--- config.mk ---
export PLATFORM = sky130hd
export DESIGN_NAME = mux_arbiter
export DESIGN_NICKNAME = d
export VERILOG_FILES = /design/src/rtl/mux_arbiter.sv
export SDC_FILE = /design/constraint.sdc
export NUM_CORES = 1
export LEC_CHECK = 0
export BUFFER_PORTS_ARGS = -buffer_cell sky130_fd_sc_hd__buf_2
export CAP_MARGIN = 25
export CORE_MARGIN = 2
export CORE_UTILIZATION = 49
export CTS_CLUSTER_DIAMETER = 150
export DETAILED_ROUTE_END_ITERATION = 16
export GPL_TIMING_DRIVEN = 0
export PLACE_DENSITY = 0.83
export SYNTH_ARGS = -nofsm -noshare
export SYNTH_HDL_FRONTEND = slang
export SYNTH_SLANG_ARGS = --single-unit
--- constraint.sdc ---
create_clock -name clk -period 4 [get_ports clk]
set_clock_uncertainty 0.15 [all_clocks]
set_input_delay 0.6 -clock clk [delete_from_list [all_inputs] [get_ports clk]]
set_output_delay 0.6 -clock clk [all_outputs]
set_load 0.01 [all_outputs]
--- src/rtl/mux_arbiter.sv ---
// Two-source round-robin packet arbiter for a shared N-bit 2:1 select datapath.
// Holds a grant for a whole packet, bounded by MAX_BEATS beats per grant.
module mux_arbiter #(
  parameter int unsigned N         = 8,
  parameter int unsigned MAX_BEATS = 16
) (
  input  logic         clk,
  input  logic         rst_n,
  input  logic         valid0,
  input  logic [N-1:0] data0,
  input  logic         last0,
  output logic         ready0,
  input  logic         valid1,
  input  logic [N-1:0] data1,
  input  logic         last1,
  output logic         ready1,
  output logic         out_valid,
  output logic [N-1:0] out_data,
  output logic         out_last,
  input  logic         out_ready,
  output logic         sel,
  output logic         busy,
  output logic         trunc
);

  localparam int unsigned CntW = $clog2(MAX_BEATS + 1);

  typedef enum logic [1:0] {
    StIdle,
    StOwn0,
    StOwn1
  } state_e;

  state_e          state_q, state_d;
  logic            last_owner_q, last_owner_d;
  logic [CntW-1:0] cnt_q, cnt_d, cnt_inc;
  logic            trunc_q, trunc_d;
  logic            sel_q, busy_q;
  logic            xfer, hit, rel, other_valid;

  // Owner pass-through; the non-owner always sees ready low.
  always_comb begin
    out_valid = 1'b0;
    out_data  = '0;
    out_last  = 1'b0;
    ready0    = 1'b0;
    ready1    = 1'b0;
    unique case (state_q)
      StOwn0: begin
        out_valid = valid0;
        out_data  = data0;
        out_last  = last0;
        ready0    = out_ready;
      end
      StOwn1: begin
        out_valid = valid1;
        out_data  = data1;
        out_last  = last1;
        ready1    = out_ready;
      end
      default: ;
    endcase
  end

  assign xfer        = out_valid & out_ready;
  assign cnt_inc     = cnt_q + CntW'(1);
  assign hit         = (cnt_inc == CntW'(MAX_BEATS));
  assign rel         = xfer & (out_last | hit);
  assign other_valid = (state_q == StOwn0) ? valid1 : valid0;

  always_comb begin
    state_d      = state_q;
    cnt_d        = cnt_q;
    last_owner_d = last_owner_q;
    trunc_d      = 1'b0;
    unique case (state_q)
      StIdle: begin
        cnt_d = '0;
        // On a tie, last_owner_q=1 hands the grant to source 0.
        if (valid0 && (!valid1 || last_owner_q)) begin
          state_d = StOwn0;
        end else if (valid1) begin
          state_d = StOwn1;
        end
      end
      StOwn0, StOwn1: begin
        if (xfer) begin
          cnt_d = cnt_inc;
        end
        if (rel) begin
          cnt_d        = '0;
          last_owner_d = (state_q == StOwn1);
          trunc_d      = hit & ~out_last;
          if (other_valid) begin
            state_d = (state_q == StOwn0) ? StOwn1 : StOwn0;
          end else begin
            state_d = StIdle;
          end
        end
      end
      default: state_d = StIdle;
    endcase
  end

  always_ff @(posedge clk or negedge rst_n) begin
    if (!rst_n) begin
      state_q      <= StIdle;
      last_owner_q <= 1'b1;
      cnt_q        <= '0;
      trunc_q      <= 1'b0;
      sel_q        <= 1'b0;
      busy_q       <= 1'b0;
    end else begin
      state_q      <= state_d;
      last_owner_q <= last_owner_d;
      cnt_q        <= cnt_d;
      trunc_q      <= trunc_d;
      sel_q        <= (state_d == StOwn1);
      busy_q       <= (state_d != StIdle);
    end
  end

  assign sel   = sel_q;
  assign busy  = busy_q;
  assign trunc = trunc_q;

endmodule

After elaboration in Yosys (flattened, before gate mapping)
Index checks and enable logic that the tools add are counted.
{"block": "classes", "add_sub_neg": 1, "eq_ne": 5, "n_mux": 17, "bitwise_logic": 5, "n_reduce_logical": 9}
{"op": "$pmux W8 S2", "n": 1}
{"op": "$mux W2", "n": 5}
{"op": "$mux W5", "n": 2}
{"op": "$pmux W5 S2", "n": 1}
{"op": "$add A5 B1 Y5 const B", "n": 1}
{"op": "$eq A5 B5 Y1 const B", "n": 1}
{"op": "$mux W1", "n": 5}
{"op": "$eq A2 B2 Y1 const B", "n": 2}
{"op": "$pmux W1 S2", "n": 2}
{"op": "$pmux W2 S2", "n": 1}
{"op": "$reduce_and A2 Y1", "n": 2}
{"op": "$reduce_bool A2 Y1", "n": 2}
{"op": "$and A1 B1 Y1", "n": 3}
{"op": "$ne A3 B3 Y1 const B", "n": 1}
{"op": "$eq A2 B1 Y1 const B", "n": 1}
{"op": "$logic_not A2 Y1", "n": 1}
{"op": "$reduce_or A2 Y1", "n": 1}
{"op": "$logic_and A1 B1 Y1", "n": 1}
{"op": "$logic_not A1 Y1", "n": 1}
{"op": "$logic_or A1 B1 Y1", "n": 1}
{"op": "$not A1 Y1", "n": 1}
{"op": "$or A1 B1 Y1", "n": 1}
{"block": "totals", "register_bits": 11, "elab_cells": 43}

Logic depth before layout (Yosys ltp)
Gate-level depths: netlist (run 1).
{"block": "depth", "depth_word": 7, "ltp_mapped": 8, "ltp_nobuf": 7}

Least setup slack after synthesis (run 1)
OpenSTA, ideal clock, no wires.
{"block": "synth_path", "kind": "flip-flop to output port", "startpoint": "register state_q[1]", "endpoint": "output out_data[0]", "arrival_ns": 1.297, "required_ns": 3.250, "slack_ns": 1.953, "path_stages_with_launch": 7, "path_buffers": 2, "cell_sequence": "dfrtp_1 -> inv_1 -> ha_1 -> buf_6 -> clkbuf_1 -> a22oi_1 -> nor2_1"}
{"block": "synth_via", "elab_chain_cells": 2, "elab_cells_between_ends": 3, "cone_classes": "eq/ne (2); mux (1)"}
{"item": "from (decl)", "line": "34", "text": "state_e state_q, state_d;"}
{"item": "from (signal assigned)", "line": "107", "text": "state_q <= StIdle;"}
{"item": "from (signal assigned)", "line": "114", "text": "state_q <= state_d;"}
{"item": "$eq A2 B2 Y1 or $eq A2 B1 Y1 (tied branches)", "line": "48", "text": "unique case (state_q)"}
{"item": "$pmux W8 S2 (*)", "line": "48"}
{"item": "to (decl)", "line": "18", "text": "output logic [N-1:0] out_data,"}
Every way passes the cells marked *; elsewhere a longest branch is shown, timed or not.

Final worst setup path (run 1)
{"block": "layout_path", "startpoint": "register state_q[0]", "endpoint": "output out_data[5]"}
The elaborated chain is that of the path after synthesis.

==> run_results.csv, run 1 <==
group,metric,value,unit
logic_synthesis,yosysTopAreaCellShare,0.293,
clock_network,cts.htree.levels,1,
detailed_routing,wl_met3,64,um
worst_setup_path,crit_arrival,1920,ps
grt,grt_pass1_wl,3460,um
detailed_routing,vias,879,
logic_synthesis,syn_inst,100,
grt,gr-usage-all-layers,0.226,
worst_setup_path,path_buf_inv,4,
logic_synthesis,synth_simple_gate_area_frac,0.213,
worst_setup_path,crit_path_start,"state_q[0]$_DFF_PN0_",
logic_synthesis,synth_area_leader_cell,"dfrtp_1",
detailed_routing,ant_nets,0,
detailed_routing,routed-wl-met2,1140,um
logic_synthesis,synth-main-ff-cell,"dfrtp_1",
sta,layout_setup_ws,1330,ps
worst_setup_path,path_cells,"inv_1 -> ha_1 -> inv_1 -> clkbuf_1 -> nor2_1 -> buf_2",
clock_network,root_buffer,"clkbuf_4",
grt,antenna_found_initial,0,
logic_synthesis,synthXorXnorAreaFrac,0.0205,
sta,grt_setup_unrepaired,"no",
clock_network,cts_resized,0,
logic_synthesis,async_flop_share,1.00,
sta,setup_violations,0,
flow_run,cap_violations,0,
detailed_routing,drt_iter0_drc,24,
worst_setup_path,r2r_setup_slack,1850,ps
floorplan,die_w,45.7,um
logic_synthesis,ys_seq_area_frac,0.324,
worst_setup_path,critPathTopFamily,"buffers and inverters",
logic_synthesis,synthMuxAreaShare,0.0601,
worst_setup_path,cp-start-kind,"flip-flop",
worst_setup_path,reg2regPathDepth,8,
floorplan,io_pins,38,
final_layout,fillerInstances,170,
detailed_routing,via_per_inst,5.56,
sta,hold_ws,24.0,ps
sta,hold_violations,0,
sta,finalCritPeriodShare,0.667,
worst_hold_path,hold_path_class,"primary input to asynchronous set/reset pin",
clock_network,clock_latency,270,ps
worst_setup_path,worst-path-stages,6,
logic_synthesis,syn_nets,128,
place,hpwlAfterDp,1720,um
worst_setup_path,worstSetupPathType,"flip-flop to output pin",
status,outcome,"finished clean",
floorplan,die_h,45.7,um
floorplan,rows,15,
detailed_routing,top_layer_used,"met4",
place,place_congestion,0.838,
worst_setup_path,required,3250,ps
logic_synthesis,synthAdderAreaFrac,0.0733,
final_layout,num_antenna_cells,0,
place,portBuffers,37,
logic_synthesis,synth_area,853,um^2
power_and_ir_drop,ir_drop,0.408,mV
sta,drv_slew,0,
worst_setup_path,r2r_start,"state_q[1]$_DFF_PN0_",
logic_synthesis,postSynthAreaPerCell,8.53,um^2
logic_synthesis,synth_top_family_by_area,"compound AO/OA/AOI/OAI gates",
sta,tns,0,ps
final_layout,drive_above_1_share,0.333,
grt,grt-ovfl-total,0,
sta,relSlewSlack,0.719,
logic_synthesis,synth_cell_types,32,
final_layout,final_common_cell,"buf_2",
floorplan,die_area,2090,um^2
detailed_routing,wirelength,2110,um
sta,fmax,375,MHz
final_layout,fin_nets,170,
detailed_routing,met1_length,876,um
worst_setup_path,cpMostUsedCell,"inv_1",
floorplan,coreArea,1690,um^2
worst_setup_path,cp_max_fo,10,
power_and_ir_drop,powerDensity,603,nW/um^2
clock_network,cts_tree,"done",
worst_setup_path,r2r_end,"cnt_q[2]$_DFFE_PN0P_",
power_and_ir_drop,power_leakage,0.563,nW
worst_setup_path,crit_path_end_kind,"output pin",
clock_network,clkTransAtPathRegs,70,ps
logic_synthesis,yosys_warnings,0,
clock_network,cts.sinks,11,
grt,grt_max_degree,12,
detailed_routing,drc,0,
sta,tightest_slew,418,ps
detailed_routing,wl_per_cell,13.4,um
worst_setup_path,cp-endpoint,"out_data[5]",
place,pre_cts_ws,1650,ps
grt,grt_pass1_vias,798,
worst_setup_path,crit_slowest_cell,"dfrtp_1",
final_layout,mostFrequentLayoutCells,"buf_2 (37), nor2_1 (16), a22oi_1 (10), dfrtp_1 (10), nand2_1 (9)",
final_layout,area_delta_synth_final,27.3,%
logic_synthesis,yosys-top-cells-area,"dfrtp_1 (29%), a22oi_1 (8.8%), ha_1 (7.3%), nor2_1 (7.0%), mux2i_1 (4.7%)",
logic_synthesis,synth-edff-count,0,
logic_synthesis,ys_seq_elements,11,
detailed_routing,firstDrtPassIters,4,
power_and_ir_drop,fin_total_pwr,0.654,mW
sta,fin_crit,2670,ps
clock_network,cts_buffer_depth,2,
clock_network,cts_made_buffers,3,
floorplan,start_util,0.505,
clock_network,cts_hold_buf,0,
clock_network,post-cts-setup-buffers,0,
worst_setup_path,slowest_delay,440,ps
logic_synthesis,synth-compound-area-share,0.257,
cell usage after synthesis, types with 2 or more instances:
| library cell | n |
|---|---|
| clkbuf_1 | 3 |
| nor2_1 | 16 |
| nand2_1 | 9 |
| dfrtp_1 | 10 |
| and2_1 | 3 |
| nand2b_1 | 3 |
| o22ai_1 | 2 |
| nand3_1 | 3 |
| o21ai_0 | 5 |
| inv_1 | 6 |
| ha_1 | 5 |
| mux2i_1 | 4 |
| o21bai_1 | 2 |
| a22oi_1 | 10 |
| a21oi_1 | 2 |
worst min-delay path by stage:
| stage | depth (start not counted) | endpoint |
|---|---|---|
| after floorplan | 0 | busy$_DFF_PN0_ |
| after global placement | 2 | cnt_q[4]$_DFFE_PN0P_ |
| after detailed placement | 2 | cnt_q[4]$_DFFE_PN0P_ |
| after CTS | 1 | cnt_q[3]$_DFFE_PN0P_ |
| after global routing | 1 | cnt_q[4]$_DFFE_PN0P_ |
| final | 1 | cnt_q[3]$_DFFE_PN0P_ |
stage by stage:
stage	utilization	instance area, um^2	instances
6_report	0.643	1090	158
5_1_grt	0.643	1090	158
4_1_cts	0.643	1090	158
3_5_place_dp	0.627	1060	154
3_3_place_gp	0.627	1060	154
2_1_floorplan	-	853	100
area by class of cell:
type                    instances  area, um^2  share of cell area
flip-flops and latches         11         277               0.255
clock buffers                   4        26.3              0.0242
multi-input cells              79         532               0.490
plain buffers                   4        22.5              0.0207
well taps                      17        21.3              0.0196
repair buffers                 37         185               0.171
inverters                       6        22.5              0.0207
worst register-to-register path, stage by stage (launching register included):
cell,delay (ps)
dfrtp_1,470
inv_1,100
ha_1,200
buf_6,130
a22oi_1,360
nor2_1,120
a21oi_1,330
o21ai_1,130
o21ai_0,90
cell families (layout without fill, tap and decap cells):
kind of cell,Yosys count,in the layout
and+or+nand+nor,39,39
DFF,11,11
adders and majority gates,5,5
buffers and inverters,10,51
AOI/OAI and AO/OA,28,28
muxes,5,5
xor gates and xnor gates,2,2
layer usage:
layer / track usage / up-vias
met5: 0 / -
met4: 0.0800 / 0
met3: 0.0675 / 5
met2: 0.369 / 16
met1: 0.283 / 422
li1: - / 436
where the power goes:
part | internal, mW | switching [mW]
Clock | 0.0387 | 0.0385
Sequential | 0.142 | 0.0249
Combinational | 0.163 | 0.247
Total | 0.344 | 0.311
flip-flops by register name (all words and copies together) (netlist names):
signal        count
cnt_q             5
state_q           2
busy              1
last_owner_q      1
sel               1
trunc             1
(Power assumes the default switching activity.)
==> run 2, diff against run 1 <==
Settings changed: CORE_UTILIZATION 49 to 41, PLACE_DENSITY 0.83 to 0.74.
Clock period 4 ns to 2.45 ns, I/O delays scaled along.
==> run 2 against run 1 <==
Against the previous run: die area up 18%; power up 63%; largest power group unchanged; worst hold slack better by 310 ps; clock-buffer cell count unchanged; core utilization down 7.5 points; largest cell class unchanged; register-to-register slack worse by 1500 ps; global-route usage down 3.0 points.
==> run_results.csv, run 2 (synthesized netlist as in run 1, its figures left out) <==
group,metric,value,unit
final_layout,final_common_cell,"buf_2",
clock_network,clock_latency,270,ps
grt,gr-usage-all-layers,0.196,
worst_setup_path,cpMostUsedCell,"inv_1",
detailed_routing,via_per_inst,5.18,
floorplan,start_util,0.435,
floorplan,die_h,49.6,um
place,hpwlAfterDp,1670,um
final_layout,largest_reg_flops,5,
grt,antenna_found_initial,0,
sta,relSlewSlack,0.725,
clock_network,cts_buffer_depth,2,
worst_setup_path,worstSetupPathType,"flip-flop to output pin",
detailed_routing,wl_per_cell,12.4,um
floorplan,die_area,2460,um^2
worst_setup_path,r2r_setup_slack,350,ps
power_and_ir_drop,p_switching,0.496,mW
detailed_routing,drc,0,
clock_network,cts_tree,"done",
clock_network,cts_made_buffers,3,
place,portBuffers,37,
power_and_ir_drop,switching_share,0.464,
worst_setup_path,path_buf_inv,4,
final_layout,largestRegisters,"cnt_q (5), state_q (2)",
sta,grt_setup_unrepaired,"no",
power_and_ir_drop,pwr-share-seq,0.258,
detailed_routing,drt_iter0_drc,16,
sta,hold_violations,0,
grt,grt_pass1_wl,3730,um
sta,fin_crit,2270,ps
status,outcome,"finished clean",
final_layout,mostFrequentLayoutCells,"buf_2 (37), nor2_1 (16), a22oi_1 (10)",
clock_network,clkTransAtPathRegs,70,ps
sta,setup_violations,0,
sta,drv_slew,0,
floorplan,die_w,49.6,um
sta,tns,0,ps
power_and_ir_drop,clkPwrFrac,0.117,
sta,tightest_slew,410,ps
detailed_routing,wirelength,2100,um
worst_setup_path,path_cells,"inv_1 -> ha_1 -> inv_1 -> clkbuf_2 -> nor2_1 -> buf_2",
worst_setup_path,slowest_delay,420,ps
worst_setup_path,required,1930,ps
worst_setup_path,cp_max_fo,10,
power_and_ir_drop,power_frac_comb,0.625,
clock_network,cts.sinks,11,
detailed_routing,firstDrtPassIters,4,
floorplan,rows,16,
place,place_congestion,0.823,
final_layout,fin_nets,171,
power_and_ir_drop,p_int,0.572,mW
sta,finalCritPeriodShare,0.926,
floorplan,coreArea,1960,um^2
power_and_ir_drop,power_leakage,0.575,nW
detailed_routing,ant_nets,0,
worst_setup_path,critPathTopFamily,"buffers and inverters",
final_layout,area_delta_synth_final,30.5,%
clock_network,root_buffer,"clkbuf_4",
power_and_ir_drop,powerDensity,959,nW/um^2
worst_setup_path,crit_slowest_cell,"dfrtp_1",
final_layout,regMostFlops,"cnt_q",
sta,fmax,441,MHz
final_layout,drive_above_1_share,0.359,
floorplan,io_pins,38,
flow_run,cap_violations,0,
worst_setup_path,cp-start-kind,"flip-flop",
grt,grt_pass1_vias,878,
sta,layout_setup_ws,180,ps
worst_setup_path,crit_path_end_kind,"output pin",
place,pre_cts_ws,329,ps
worst_setup_path,crit_arrival,1750,ps
grt,grt-ovfl-total,0,
clock_network,cts.htree.levels,1,
detailed_routing,vias,876,
worst_hold_path,hold_path_class,"primary input to asynchronous set/reset pin",
grt,grt_max_degree,12,
final_layout,num_antenna_cells,0,
power_and_ir_drop,ir_drop,0.529,mV
-- run 2: cell types whose count changed in the layout (fill, tap and decap cells not counted), sizes merged --
cell,previous run,this run
dlygate4sd3,0,1
-- run 2: cell type report --
cell class	count	area (um^2)
tap	27	33.8
buffer	4	26.3
multi-input combinational	79	532
inverter	6	22.5
fill	213	848
timing repair buffer	38	195
sequential	11	278
clock buffer	4	26.3
-- run 2: worst paths after layout --
kind / startpoint / end / cells after the start
worst min-delay path: rst_n / cnt_q[2]$_DFFE_PN0P_ / 2
min in group clk: valid0 / busy$_DFF_PN0_ / 3
worst max register to register: state_q[0]$_DFF_PN0_ / sel$_DFF_PN0_ / 6
worst min register to register: cnt_q[0]$_DFFE_PN0P_ / cnt_q[0]$_DFFE_PN0P_ / 1
max in group asynchronous: rst_n / last_owner_q$_DFFE_PN1P_ / 2
worst max-delay path: state_q[0]$_DFF_PN0_ / out_last / 6
-- run 2: repair_timing --
item | in CTS | in global routing
hold buffers | 1 | 0
hold endpoints to repair | 10 | 0
gates resized for setup | 0 | 7
setup buffers | 0 | 0
setup endpoints to repair | 0 | 11
-- run 2: layer usage --
| layer | share of wire | global-route usage | vias up |
|---|---|---|---|
| li1 | - | - | 439 |
| met1 | 0.43 | 0.220 | 425 |
| met2 | 0.54 | 0.367 | 12 |
| met3 | 0.031 | 0.0545 | 0 |
| met4 | 0 | 0.0370 | 0 |
| met5 | 0 | 0 | - |
-- run 2: power by group through the flow --
stage | clock, mW | sequential (mW) | combinational [mW]
floorplan | 0 | 0.274 | 0.459
global placement | 0 | 0.274 | 0.642
detailed placement | 0 | 0.275 | 0.660
CTS | 0.129 | 0.271 | 0.668
global route | 0.140 | 0.284 | 0.754
finish | 0.125 | 0.275 | 0.667
-- run 2: per-stage QoR --
| stage | power (mW) | instance area [um^2] | hold WS [ps] | util | cells |
|---|---|---|---|---|---|
| 6_report | 1.07 | 1110 | 338 | 0.568 | 169 |
| 5_1_grt | 1.18 | 1110 | 356 | 0.568 | 169 |
| 4_1_cts | 1.07 | 1110 | 339 | 0.565 | 169 |
| 3_5_place_dp | 0.935 | 1070 | 105 | 0.547 | 164 |
| 3_3_place_gp | 0.916 | 1070 | 98.8 | 0.547 | 164 |
| 2_1_floorplan | 0.733 | 853 | -78.1 | - | 100 |
